==> config.mk <==
export PLATFORM = sky130hd
export DESIGN_NAME = alu_cmd_master_flat
export DESIGN_NICKNAME = d
export VERILOG_FILES = /design/src/rtl/alu_cmd_master_if.sv /design/src/rtl/alu_cmd_master.sv /design/src/flat_wrapper.sv
export SDC_FILE = /design/constraint.sdc
export NUM_CORES = 1
export LEC_CHECK = 0
export CAP_MARGIN = 10
export CORE_ASPECT_RATIO = 1.1
export CORE_MARGIN = 2
export CORE_UTILIZATION = 50
export DETAILED_ROUTE_END_ITERATION = 16
export DONT_BUFFER_PORTS = 1
export GPL_ROUTABILITY_DRIVEN = 0
export GPL_TIMING_DRIVEN = 0
export HOLD_SLACK_MARGIN = 0.1
export MAX_ROUTING_LAYER = met4
export PLACE_DENSITY_LB_ADDON = 0.15
export SKIP_LAST_GASP = 1
export SLEW_MARGIN = 25
export SYNTH_ARGS = -nofsm -noshare
export SYNTH_HDL_FRONTEND = slang
export SYNTH_SLANG_ARGS = --single-unit
==> constraint.sdc <==
create_clock -name i_clk -period 2.2 [get_ports i_clk]
set_clock_uncertainty 0.1 [all_clocks]
set_input_delay 0.55 -clock i_clk [delete_from_list [all_inputs] [get_ports i_clk]]
set_output_delay 0.55 -clock i_clk [all_outputs]
set_load 0.01 [all_outputs]
==> src/rtl/alu_cmd_master_if.sv <==
// Host/UART-side signal bundle of the ALU command initiator.
// Handshakes: i_start is taken only while o_busy==0; every o_tx_start pulse is
// answered by exactly one later i_tx_done pulse; i_rx_done qualifies i_rx_data for
// one cycle; o_valid qualifies o_result for one cycle; o_timeout is a bare pulse.
interface alu_cmd_master_if #(
  parameter int DBIT  = 8,
  parameter int NB_OP = 6
);
  logic             i_start;
  logic [DBIT-1:0]  i_a;
  logic [DBIT-1:0]  i_b;
  logic [NB_OP-1:0] i_op;
  logic             i_tx_done;
  logic             i_rx_done;
  logic [DBIT-1:0]  i_rx_data;
  logic             o_tx_start;
  logic [DBIT-1:0]  o_tx_data;
  logic             o_busy;
  logic [DBIT-1:0]  o_result;
  logic             o_valid;
  logic             o_timeout;

  modport master (
    input  i_start, i_a, i_b, i_op, i_tx_done, i_rx_done, i_rx_data,
    output o_tx_start, o_tx_data, o_busy, o_result, o_valid, o_timeout
  );

  modport slave (
    output i_start, i_a, i_b, i_op, i_tx_done, i_rx_done, i_rx_data,
    input  o_tx_start, o_tx_data, o_busy, o_result, o_valid, o_timeout
  );
endinterface

==> src/rtl/alu_cmd_master.sv <==
// UART ALU link initiator: sends A, B, OP as three tx bytes, then waits for the
// one-byte result with a cycle-count timeout.
module alu_cmd_master #(
  parameter int DBIT        = 8,
  parameter int NB_OP       = 6,
  parameter int TIMEOUT_CYC = 1000000,
  parameter int TO_BITS     = 20
) (
  input  logic                i_clk,
  input  logic                i_rst,
  alu_cmd_master_if.master    bus,
  output logic [2:0]          o_dbg_state
);

  typedef enum logic [2:0] {
    IDLE, SEND_A, WAIT_A, SEND_B, WAIT_B, SEND_OP, WAIT_OP, WAIT_RES
  } state_t;

  state_t             state_q, state_d;
  logic [DBIT-1:0]    b_q, op_q;
  logic [DBIT-1:0]    tx_data_q, tx_data_d;
  logic [DBIT-1:0]    result_q;
  logic [TO_BITS-1:0] cnt_q;
  logic               tx_start, valid, timeout;

  always_comb begin
    state_d   = state_q;
    tx_data_d = tx_data_q;
    tx_start  = 1'b0;
    valid     = 1'b0;
    timeout   = 1'b0;
    case (state_q)
      IDLE: if (bus.i_start) begin
        state_d   = SEND_A;
        tx_data_d = bus.i_a;
      end
      SEND_A: begin
        tx_start = 1'b1;
        state_d  = WAIT_A;
      end
      WAIT_A: if (bus.i_tx_done) begin
        state_d   = SEND_B;
        tx_data_d = b_q;
      end
      SEND_B: begin
        tx_start = 1'b1;
        state_d  = WAIT_B;
      end
      WAIT_B: if (bus.i_tx_done) begin
        state_d   = SEND_OP;
        tx_data_d = op_q;
      end
      SEND_OP: begin
        tx_start = 1'b1;
        state_d  = WAIT_OP;
      end
      WAIT_OP: if (bus.i_tx_done) state_d = WAIT_RES;
      WAIT_RES: begin
        // A result arriving on the last allowed cycle beats the timeout.
        if (bus.i_rx_done) begin
          valid   = 1'b1;
          state_d = IDLE;
        end else if (cnt_q == TO_BITS'(TIMEOUT_CYC - 1)) begin
          timeout = 1'b1;
          state_d = IDLE;
        end
      end
      default: state_d = IDLE;
    endcase
  end

  always_ff @(posedge i_clk) begin
    if (!i_rst) begin
      state_q   <= IDLE;
      tx_data_q <= '0;
      b_q       <= '0;
      op_q      <= '0;
      result_q  <= '0;
      cnt_q     <= '0;
    end else begin
      state_q   <= state_d;
      tx_data_q <= tx_data_d;
      if (state_q == IDLE && bus.i_start) begin
        b_q  <= bus.i_b;
        op_q <= DBIT'(bus.i_op);
      end
      if (valid) result_q <= bus.i_rx_data;
      // Counter reads 0 on the first WAIT_RES cycle.
      cnt_q <= (state_q == WAIT_RES) ? cnt_q + 1'b1 : '0;
    end
  end

  assign bus.o_tx_start = tx_start;
  assign bus.o_tx_data  = tx_data_q;
  assign bus.o_busy     = (state_q != IDLE);
  assign bus.o_result   = result_q;
  assign bus.o_valid    = valid;
  assign bus.o_timeout  = timeout;
  assign o_dbg_state    = state_q;

endmodule

==> src/flat_wrapper.sv <==
// flat-port wrapper written by rule: the top's interface ports become plain ports
module alu_cmd_master_flat 
#(
  parameter int DBIT        = 8,
  parameter int NB_OP       = 6,
  parameter int TIMEOUT_CYC = 1000000,
  parameter int TO_BITS     = 20
)
  (i_clk, i_rst, o_dbg_state, bus_i_start, bus_i_a, bus_i_b, bus_i_op, bus_i_tx_done, bus_i_rx_done, bus_i_rx_data, bus_o_tx_start, bus_o_tx_data, bus_o_busy, bus_o_result, bus_o_valid, bus_o_timeout);
  alu_cmd_master_if #(.DBIT(DBIT), .NB_OP(NB_OP)) bus_i ();
  input  logic i_clk;
  input  logic i_rst;
  output logic [2:0] o_dbg_state;
  input wire logic [$bits(bus_i.i_start)-1:0] bus_i_start;
  input wire logic [$bits(bus_i.i_a)-1:0] bus_i_a;
  input wire logic [$bits(bus_i.i_b)-1:0] bus_i_b;
  input wire logic [$bits(bus_i.i_op)-1:0] bus_i_op;
  input wire logic [$bits(bus_i.i_tx_done)-1:0] bus_i_tx_done;
  input wire logic [$bits(bus_i.i_rx_done)-1:0] bus_i_rx_done;
  input wire logic [$bits(bus_i.i_rx_data)-1:0] bus_i_rx_data;
  output wire logic [$bits(bus_i.o_tx_start)-1:0] bus_o_tx_start;
  output wire logic [$bits(bus_i.o_tx_data)-1:0] bus_o_tx_data;
  output wire logic [$bits(bus_i.o_busy)-1:0] bus_o_busy;
  output wire logic [$bits(bus_i.o_result)-1:0] bus_o_result;
  output wire logic [$bits(bus_i.o_valid)-1:0] bus_o_valid;
  output wire logic [$bits(bus_i.o_timeout)-1:0] bus_o_timeout;
  assign bus_i.i_start = bus_i_start;
  assign bus_i.i_a = bus_i_a;
  assign bus_i.i_b = bus_i_b;
  assign bus_i.i_op = bus_i_op;
  assign bus_i.i_tx_done = bus_i_tx_done;
  assign bus_i.i_rx_done = bus_i_rx_done;
  assign bus_i.i_rx_data = bus_i_rx_data;
  assign bus_o_tx_start = bus_i.o_tx_start;
  assign bus_o_tx_data = bus_i.o_tx_data;
  assign bus_o_busy = bus_i.o_busy;
  assign bus_o_result = bus_i.o_result;
  assign bus_o_valid = bus_i.o_valid;
  assign bus_o_timeout = bus_i.o_timeout;
  alu_cmd_master #(.DBIT(DBIT), .NB_OP(NB_OP), .TIMEOUT_CYC(TIMEOUT_CYC), .TO_BITS(TO_BITS)) u_core (.i_clk(i_clk), .i_rst(i_rst), .bus(bus_i), .o_dbg_state(o_dbg_state));
endmodule
==> results of run 1 <==
## routing by layer
metal / global-route usage [%] / routed length, µm
met4: 6.471 / 61
met1: 24.48 / 2236
met3: 5.423 / 299
met2: 35.58 / 2632
met5: - / 0
## kinds of logic after synthesis
group / after synthesis
XOR/XNOR: 11
adder cells (fa/ha/maj): 1
AND/OR/NAND/NOR: 120
multiplexers: 1
AO/OA/AOI/OAI: 73
buffers and inverters: 20
flip-flops: 53
## cells in the final DEF (no fill, tap or decap), drive strengths merged, types with 2 or more instances in the layout
cell type and instances:
nor3 3, clkbuf 15, xor2 8, and4 4, nand2b 2, o221ai 6
nand2 58, a21oi 12, buf 10, nor2 17, a21boi 28, o22a 6
a22o 2, inv 6, o21ai 9, or3 4, xnor2 3, o31ai 5
o22ai 2, or4 5, and2 3, dfxtp 53, nand3 11, nand4 6
nor4b 2
## synthesized netlist by cell type (all sizes together) (2+ instances only)
cell    count
nand2      58
dfxtp      53
a21boi     28
nor2       17
a21oi      12
clkbuf     11
nand3      11
o21ai       9
xor2        8
inv         6
nand4       6
o221ai      6
o22a        6
o31ai       5
or4         5
and4        4
or3         4
and2        3
buf         3
nor3        3
xnor2       3
a22o        2
nand2b      2
nor4b       2
o22ai       2
## worst max path at each step
stage                                start            end  slack [ns]
final                      u_core.cnt_q[8]  bus_o_timeout       -0.19
after global routing       u_core.cnt_q[8]  bus_o_timeout       -0.29
after CTS                  u_core.cnt_q[8]  bus_o_timeout       -0.17
after detailed placement   u_core.cnt_q[3]  bus_o_timeout       -0.26
after global placement    u_core.cnt_q[11]  bus_o_timeout       -0.26
after floorplan            u_core.cnt_q[0]  bus_o_timeout        0.06
## final cells by class
cell class,count,area [µm²]
Clock inverter,3,46.29
Sequential cell,53,1072
Timing Repair Buffer,6,45.04
Multi-Input combinational cell,206,1271
Buffer,14,73.82
Clock buffer,5,68.82
Tap cell,56,70.07
Inverter,6,27.53
Fill cell,417,1912
## registers in the layout (all words and copies together), names as in the netlist
register	flops
u_core.bus.o_tx_data	8
u_core.op_q	6
u_core.bus.o_result	8
u_core.cnt_q	20
u_core.b_q	8
u_core.o_dbg_state	3
## repair_timing
item / 4_1_cts / 5_1_grt
pin swaps: 5 / 3
endpoints found under the hold margin: 0 / 0
resized for setup: 18 / 11
endpoints found under the setup margin: 3 / 2
setup buffers: 5 / 1
## through the flow
| stage | setup TNS [ns] | utilization [%] | std cells | power [mW] |
|---|---|---|---|---|
| final | -0.1939 | 58.32 | 349 | 1.980 |
| after global routing | -0.2875 | 58.32 | 349 | 2.079 |
| after CTS | -0.1717 | 57.69 | 348 | 1.988 |
| after detailed placement | -0.3891 | 53.14 | 335 | 1.328 |
| after global placement | -0.3736 | 53.14 | 335 | 1.323 |
| after floorplan | 0 | - | 279 | 1.266 |
## worst max-delay path, stage by stage (launching register included)
cell	delay [ns]
dfxtp_4	0.36
nor4b_4	0.26
nand4_1	0.18
nor4_4	0.36
and4_4	0.28
## power groups by stage
stage                     combinational [mW]  clock, mW  sequential [mW]
final                                  0.252      0.668             1.06
after global routing                   0.288      0.724             1.07
after CTS                              0.248      0.680             1.06
after detailed placement               0.243          0             1.09
after global placement                 0.239          0             1.08
after floorplan                        0.197          0             1.07
==> summary.txt, run 1 <==
Timing
  – Period utilisation layout: 108.8%
  – Max Clk Rate: 417.7 MHz
  – Worst slew pin tran: 0.7198 ns
  – Min Tclk post-route: 2.394 ns
  – Slew HR: 51.79%
  – Fin. Hold Viols: 0
  – Unrepaired setup endpoints after global routing: true
  – Final Worst Setup Slack: -0.1939 ns
  – Final setup violation count: 1
  – Max-slew violations: 0
  – Hold slack final: 0.2593 ns

Worst hold path
  – Hold Crit Depth: 2
  – Worst hold endpoint: u_core.op_q[1]
  – Worst min path class: in2reg
  – HP Start: bus_i_op[1]

Setup path
  – R2R Path Start: u_core.o_dbg_state[0]
  – R2r setup slk: 0.28 ns
  – R2R cell count: 5
  – Critical Path AT: 1.74 ns
  – Crit start category: register
  – Req. time, crit path: 1.55 ns
  – Crit Path Max Fanout: 2
  – R2R Path End: u_core.bus.o_tx_data[6]
  – Critical path class: reg2out
  – Setup crit end kind: output port

Layout
  – Area Growth Syn to Fin: 13.00%
  – Diodes inserted: 0
  – Layout cell share with drive strength beyond 1: 13.31%
  – Fin area: 2675 µm²
  – Final nets: 328

Job
  – Max-Cap Viols: 0

Power and ir drop
  – Sw Ratio: 26.72%
  – Clock share of power: 33.7%
  – Sequential power share: 53.6%
  – Leakage power: 0.8779 nW
  – Switching pwr: 0.5291 mW
  – Combinational share of power: 12.7%
  – Pwr dens: 740.3 nW/µm²
  – Max VDD drop: 0.0004559 V
  – Pint: 1.451 mW

Logic synthesis
  – Mapped Area: 2367 µm²
  – EDFF count, synth: 0
  – Complex-gate fraction of the synthesized area: 21.56%
  – Yosys top cell by area: dfxtp_1
  – Top-area cell type share of the netlist area: 44.82%
  – Seq/Total Area, Yosys: 44.82%
  – XOR/XNOR Fraction of Synth Area: 4.070%
  – Synth Net Count: 315
  – Yosys reg bits: 53
  – Main combinational cell family by area after synthesis: simple AND/OR/NAND/NOR gates
  – Mapped Cells: 279
  – Synth area leaders: dfxtp_1 (45%), nand2_1 (9.2%), a21boi_0 (4.8%)
  – Post-synthesis adder-cell area fraction: 0.5285%
  – Fraction of registers with async set/reset: 0%
  – Mux cell area share after synthesis: 0.4757%
  – Avg Synthesized Cell Area: 8.485 µm²
  – Synth Area in Simple Gates: 25.00%
  – Synth unique cells: 43
  – Most used DFF post-synth: dfxtp_1
  – Warnings from Yosys: 0

Placed design
  – Port Buffers: 0
  – Post-Place Cell Area: 2437 µm²
  – Post-Place Setup Slack: -0.2586 ns
  – Hpwl dp: 3787 µm

CTS
  – H-Tree Depth: 2
  – Clock latency on the worst-skew pair: 0.31 ns
  – # hold bufs at CTS: 0
  – Cts bufs inserted: 5
  – CTS tree: built
  – Clk buf depth: 2
  – Worst-path clk slew: 0.10 ns
  – Clk root buf: clkbuf_8
  – CTS sink cnt: 53

Route
  – DR DRC count: 0
  – Drt total wl: 5230 µm
  – Final ANT Viol Nets: 0
  – DRT iter0 DRCs: 104
  – First-pass detailed-route iteration total: 4
  – Vias per cell: 5.668
  – DR vias: 1,978
  – Routed wire per std cell: 14.99 µm

Global route
  – Antenna violations before repair: 0
  – Largest net degree at the start of global routing: 18
  – Total GRT Usage: 21.03%
  – First-pass GRT wire length: 8776 µm
  – Vias in the first global route: 1,840
  – Global route overflow: 0

Floorplan
  – FP Rows: 26
  – Die width: 69.61 µm
  – Die H: 76.17 µm
  – Core area: 4587 µm²
  – Starting Density: 51.61%
  – Full die area: 5301 µm²
  – Io pins: 58

Run status
  – Status: finished, violations left
  – Violated checks: setup timing
Power figures use the tool's default switching activity.
==> run 2, diff against run 1 <==
- SKIP_CTS_REPAIR_TIMING: default -> 1
- SLEW_MARGIN: 25 -> default
==> run 2 against run 1 <==
The flow still finishes with violations (setup timing). Sequential share of layout area is 0.48 points higher. Core utilization shrank 0.82 points. Design area shrank 1.4%. Critical endpoint unchanged. Largest cell class unchanged. Largest power group unchanged.
==> summary.txt, run 2 (synthesis gave the netlist of run 1 again) <==
Job
  – Max-Cap Viols: 0

CTS
  – Clk root buf: clkbuf_8
  – CTS tree: built
  – H-Tree Depth: 2
  – CTS sink cnt: 53
  – Clock latency on the worst-skew pair: 0.31 ns
  – Worst-path clk slew: 0.10 ns
  – Clk buf depth: 2
  – Cts bufs inserted: 5

Timing
  – Final Worst Setup Slack: -0.2305 ns
  – Max-slew violations: 0
  – Worst slew pin tran: 0.7051 ns
  – Setup TNS: -0.2305 ns
  – Final setup violation count: 1
  – Fin. Hold Viols: 0
  – Period utilisation layout: 110.5%
  – Unrepaired setup endpoints after global routing: true
  – Slew HR: 52.77%
  – Max Clk Rate: 411.4 MHz
  – Min Tclk post-route: 2.431 ns
  – Hold slack final: 0.2632 ns

Route
  – Drt total wl: 5111 µm
  – DR vias: 1,958
  – DRT iter0 DRCs: 86
  – Final ANT Viol Nets: 0
  – Routed wire per std cell: 14.81 µm
  – DR DRC count: 0
  – Vias per cell: 5.675
  – First-pass detailed-route iteration total: 4

Global route
  – Largest net degree at the start of global routing: 18
  – Antenna violations before repair: 0
  – Total GRT Usage: 20.29%
  – Global route overflow: 0
  – Vias in the first global route: 1,776
  – First-pass GRT wire length: 8445 µm

Layout
  – Max FFs per register: 20
  – Diodes inserted: 0
  – Largest reg by FF count: u_core.cnt_q
  – Most common cell after layout, fill and taps aside: nand2_1
  – Final Core Density: 57.50%
  – Area Growth Syn to Fin: 11.42%
  – Most frequent cells in the layout: nand2_1 (58), dfxtp_1 (48), nor2_1 (17)
  – Layout cell share with drive strength beyond 1: 11.76%
  – Final nets: 324

Placed design
  – Post-Place Setup Slack: -0.2586 ns
  – Hpwl dp: 3787 µm
  – Port Buffers: 0

Floorplan
  – Full die area: 5301 µm²
  – Starting Density: 51.61%
  – Core area: 4587 µm²
  – Io pins: 58
  – Die H: 76.17 µm
  – Die width: 69.61 µm
  – FP Rows: 26

Power and ir drop
  – Leakage power: 0.8547 nW
  – Final Power: 1.976 mW
  – Max VDD drop: 0.0004551 V
  – Pwr dens: 749.3 nW/µm²

Setup path
  – Critical path class: reg2out
  – Crit start category: register
  – Crit Path Max Fanout: 4
  – Critical Path AT: 1.78 ns
  – Setup crit end kind: output port
  – Req. time, crit path: 1.55 ns

Run status
  – Violated checks: setup timing
  – Status: finished, violations left

Worst hold path
  – Worst min path class: in2reg
run 2: layout make-up:
cell class	count	area (µm²)
fill	424	1949
buffer	14	73.82
inverter	6	25.02
tap	56	70.07
multi-input combinational	206	1269
clock inverter	3	46.29
timing repair buffer	2	15.01
clock buffer	5	68.82
sequential	53	1070
run 2: path summary, 6_finish.rpt:
path,start,endpoint,slack (ns),cells after the start
max,u_core.cnt_q[8],bus_o_timeout,-0.23,4
min,bus_i_op[1],u_core.op_q[1],0.26,2
min reg2reg,u_core.op_q[1],u_core.op_q[1],0.36,2
max reg2reg,u_core.cnt_q[0],u_core.cnt_q[14],0.26,5
run 2: power breakdown:
| group | switching [mW] | internal [mW] |
|---|---|---|
| combinational | 0.149 | 0.101 |
| clock | 0.324 | 0.341 |
| sequential | 0.0510 | 1.01 |
| total | 0.524 | 1.45 |
run 2: critical path: stages, from the launching register on:
cell	delay (ns)
dfxtp_4	0.37
nor4b_4	0.26
nand4_1	0.18
nor4_4	0.38
and4_4	0.30
run 2: layer usage:
layer  GRT usage, %  routed length, µm  share of wire (%)  up-vias
met3          5.423                263                5.1        6
met4          6.667                 63                1.2        0
met1          23.89               2262                 44      916
li1               -                  -                  -     1007
met2          33.65               2521                 49       29
met5              -                  0                  0        -
run 2: metrics by stage:
stage               cell area, µm²  cells
finish                        2638    345
global route                  2638    345
CTS                           2552    343
detailed placement            2437    335
global placement              2437    335
floorplan                     2367    279
==> run 3, diff against run 2 <==
- CORE_MARGIN: 2 -> default
- HOLD_SLACK_MARGIN: 0.1 -> 0.06
==> run 3 against run 2 <==
The flow still finishes with violations (setup timing). Power decreased by 0.70%. Die area decreased by 5.4%. Sequential cell count unchanged. Critical path type unchanged. Non-clock buffer count increased by 6. Worst setup slack improved by 0.053 ns. Via count increased by 2.8%. Largest cell class unchanged. Wire length increased by 1.3%. Sequential share of layout area decreased by 0.39 points.
==> summary.txt, run 3 (synthesis gave the netlist of run 1 again) <==
Placed design
  – Hpwl dp: 3770 µm
  – Port Buffers: 0

Timing
  – Final Worst Setup Slack: -0.1776 ns
  – Final setup violation count: 1
  – Max Clk Rate: 420.6 MHz
  – Hold slack final: 0.2667 ns
  – Worst slew pin tran: 0.7628 ns
  – Slew HR: 48.91%
  – Unrepaired setup endpoints after global routing: true
  – Min Tclk post-route: 2.378 ns
  – Fin. Hold Viols: 0
  – Max-slew violations: 0
  – Period utilisation layout: 108.1%
  – Setup TNS: -0.1776 ns

Setup path
  – Setup crit end kind: output port
  – Critical path class: reg2out
  – Req. time, crit path: 1.55 ns
  – Crit path from: u_core.cnt_q[8]
  – Crit start category: register
  – R2R Path Start: u_core.o_dbg_state[0]
  – R2r setup slk: 0.25 ns
  – Crit Path Max Fanout: 5
  – Critical Path AT: 1.73 ns

Global route
  – Vias in the first global route: 1,730
  – First-pass GRT wire length: 7872 µm
  – Met1 Use GR: 23.79%
  – Top Usage Layer GRT: met2
  – Total GRT Usage: 21.29%
  – Global route overflow: 0
  – Largest net degree at the start of global routing: 17
  – Met3 Track Usage GR: 5.675%
  – Antenna violations before repair: 0
  – M2 GR Usage: 36.52%

Layout
  – Most frequent cells in the layout: nand2_1 (58), dfxtp_1 (43), nor2_1 (17)
  – Multi-input gate area: 1284 µm²
  – Diodes inserted: 0
  – Area Growth Syn to Fin: 14.48%
  – Max FFs per register: 20
  – Final nets: 330
  – Layout cell share with drive strength beyond 1: 15.59%
  – Most common cell after layout, fill and taps aside: nand2_1
  – FF/Latch Area: 1089 µm²
  – # fillers: 379
  – Largest reg by FF count: u_core.cnt_q

Route
  – Vias per cell: 5.768
  – Drt total wl: 5177 µm
  – DR DRC count: 0
  – Routed wire per std cell: 14.83 µm
  – Final ANT Viol Nets: 0
  – DRT iter0 DRCs: 107
  – First-pass detailed-route iteration total: 4
  – DR vias: 2,013

CTS
  – CTS sink cnt: 53
  – CTS tree: built
  – Clk root buf: clkbuf_8
  – Worst-path clk slew: 0.10 ns
  – Clk buf depth: 2
  – H-Tree Depth: 2
  – Cts bufs inserted: 5
  – Clock latency on the worst-skew pair: 0.30 ns

Run status
  – Violated checks: setup timing
  – Status: finished, violations left

Floorplan
  – Full die area: 5014 µm²
  – Starting Density: 53.67%
  – FP Rows: 25
  – Die width: 67.61 µm
  – Die H: 74.17 µm
  – Io pins: 58
  – Core area: 4410 µm²

Power and ir drop
  – Max VDD drop: 0.0004672 V
  – Final Power: 1.963 mW
  – Leakage power: 0.8922 nW
  – Pwr dens: 724.2 nW/µm²

Worst hold path
  – HP Start: bus_i_rx_data[7]
  – Worst min path class: in2reg

Job
  – Max-Cap Viols: 0
[run 3: cell count changes in the layout (fill, tap and decap cells not counted)]
cell / before / now
dfxtp_1: 48 / 43
ha_1: 1 / 0
clkinvlp_4: 1 / 0
ha_4: 0 / 1
buf_4: 2 / 8
clkbuf_1: 7 / 8
and2_4: 0 / 1
dfxtp_4: 1 / 6
and2_1: 2 / 1
[run 3: routing by layer]
metal,share of wire (%),wire (µm)
met2,50,2609
met3,5.3,273
met4,1.2,61
met5,0,0
met1,43,2233
[run 3: report_power, final]
part	leakage, nW	switching [mW]	total [mW]	internal (mW)
Clock	0.0554	0.317	0.659	0.342
Sequential	0.438	0.0472	1.05	1.00
Combinational	0.399	0.151	0.253	0.101
Total	0.892	0.515	1.96	1.45
[run 3: critical path: stages, from the launching register on]
cell	delay [ns]
dfxtp_4	0.38
nor4b_4	0.27
nand4_1	0.20
nor4_4	0.28
and4_4	0.30
[run 3: worst paths after layout]
| kind | end | cells after the start |
|---|---|---|
| setup / recovery | bus_o_timeout | 4 |
| hold reg to reg | u_core.cnt_q[0] | 1 |
| hold / removal | u_core.bus.o_result[7] | 2 |
| setup reg to reg | u_core.bus.o_tx_data[6] | 5 |
[run 3: final cells by class]
type,count,area share [%]
plain buffers,14,2.724
clock buffers,6,2.678
clock inverters,2,1.431
inverters,6,0.9234
multi-input cells,206,47.37
flip-flops and latches,53,40.17
well taps,54,2.493
repair buffers,8,2.216
[run 3: metrics by stage]
stage / area (µm²) / worst slack, ns / cells / utilization (%)
floorplan: 2367 / 0.06500 / 279 / -
global placement: 2435 / -0.3280 / 333 / 55.21
detailed placement: 2435 / -0.3175 / 333 / 55.21
CTS: 2546 / -0.6647 / 341 / 57.73
global route: 2710 / -0.2597 / 349 / 61.45
finish: 2710 / -0.1776 / 349 / 61.45
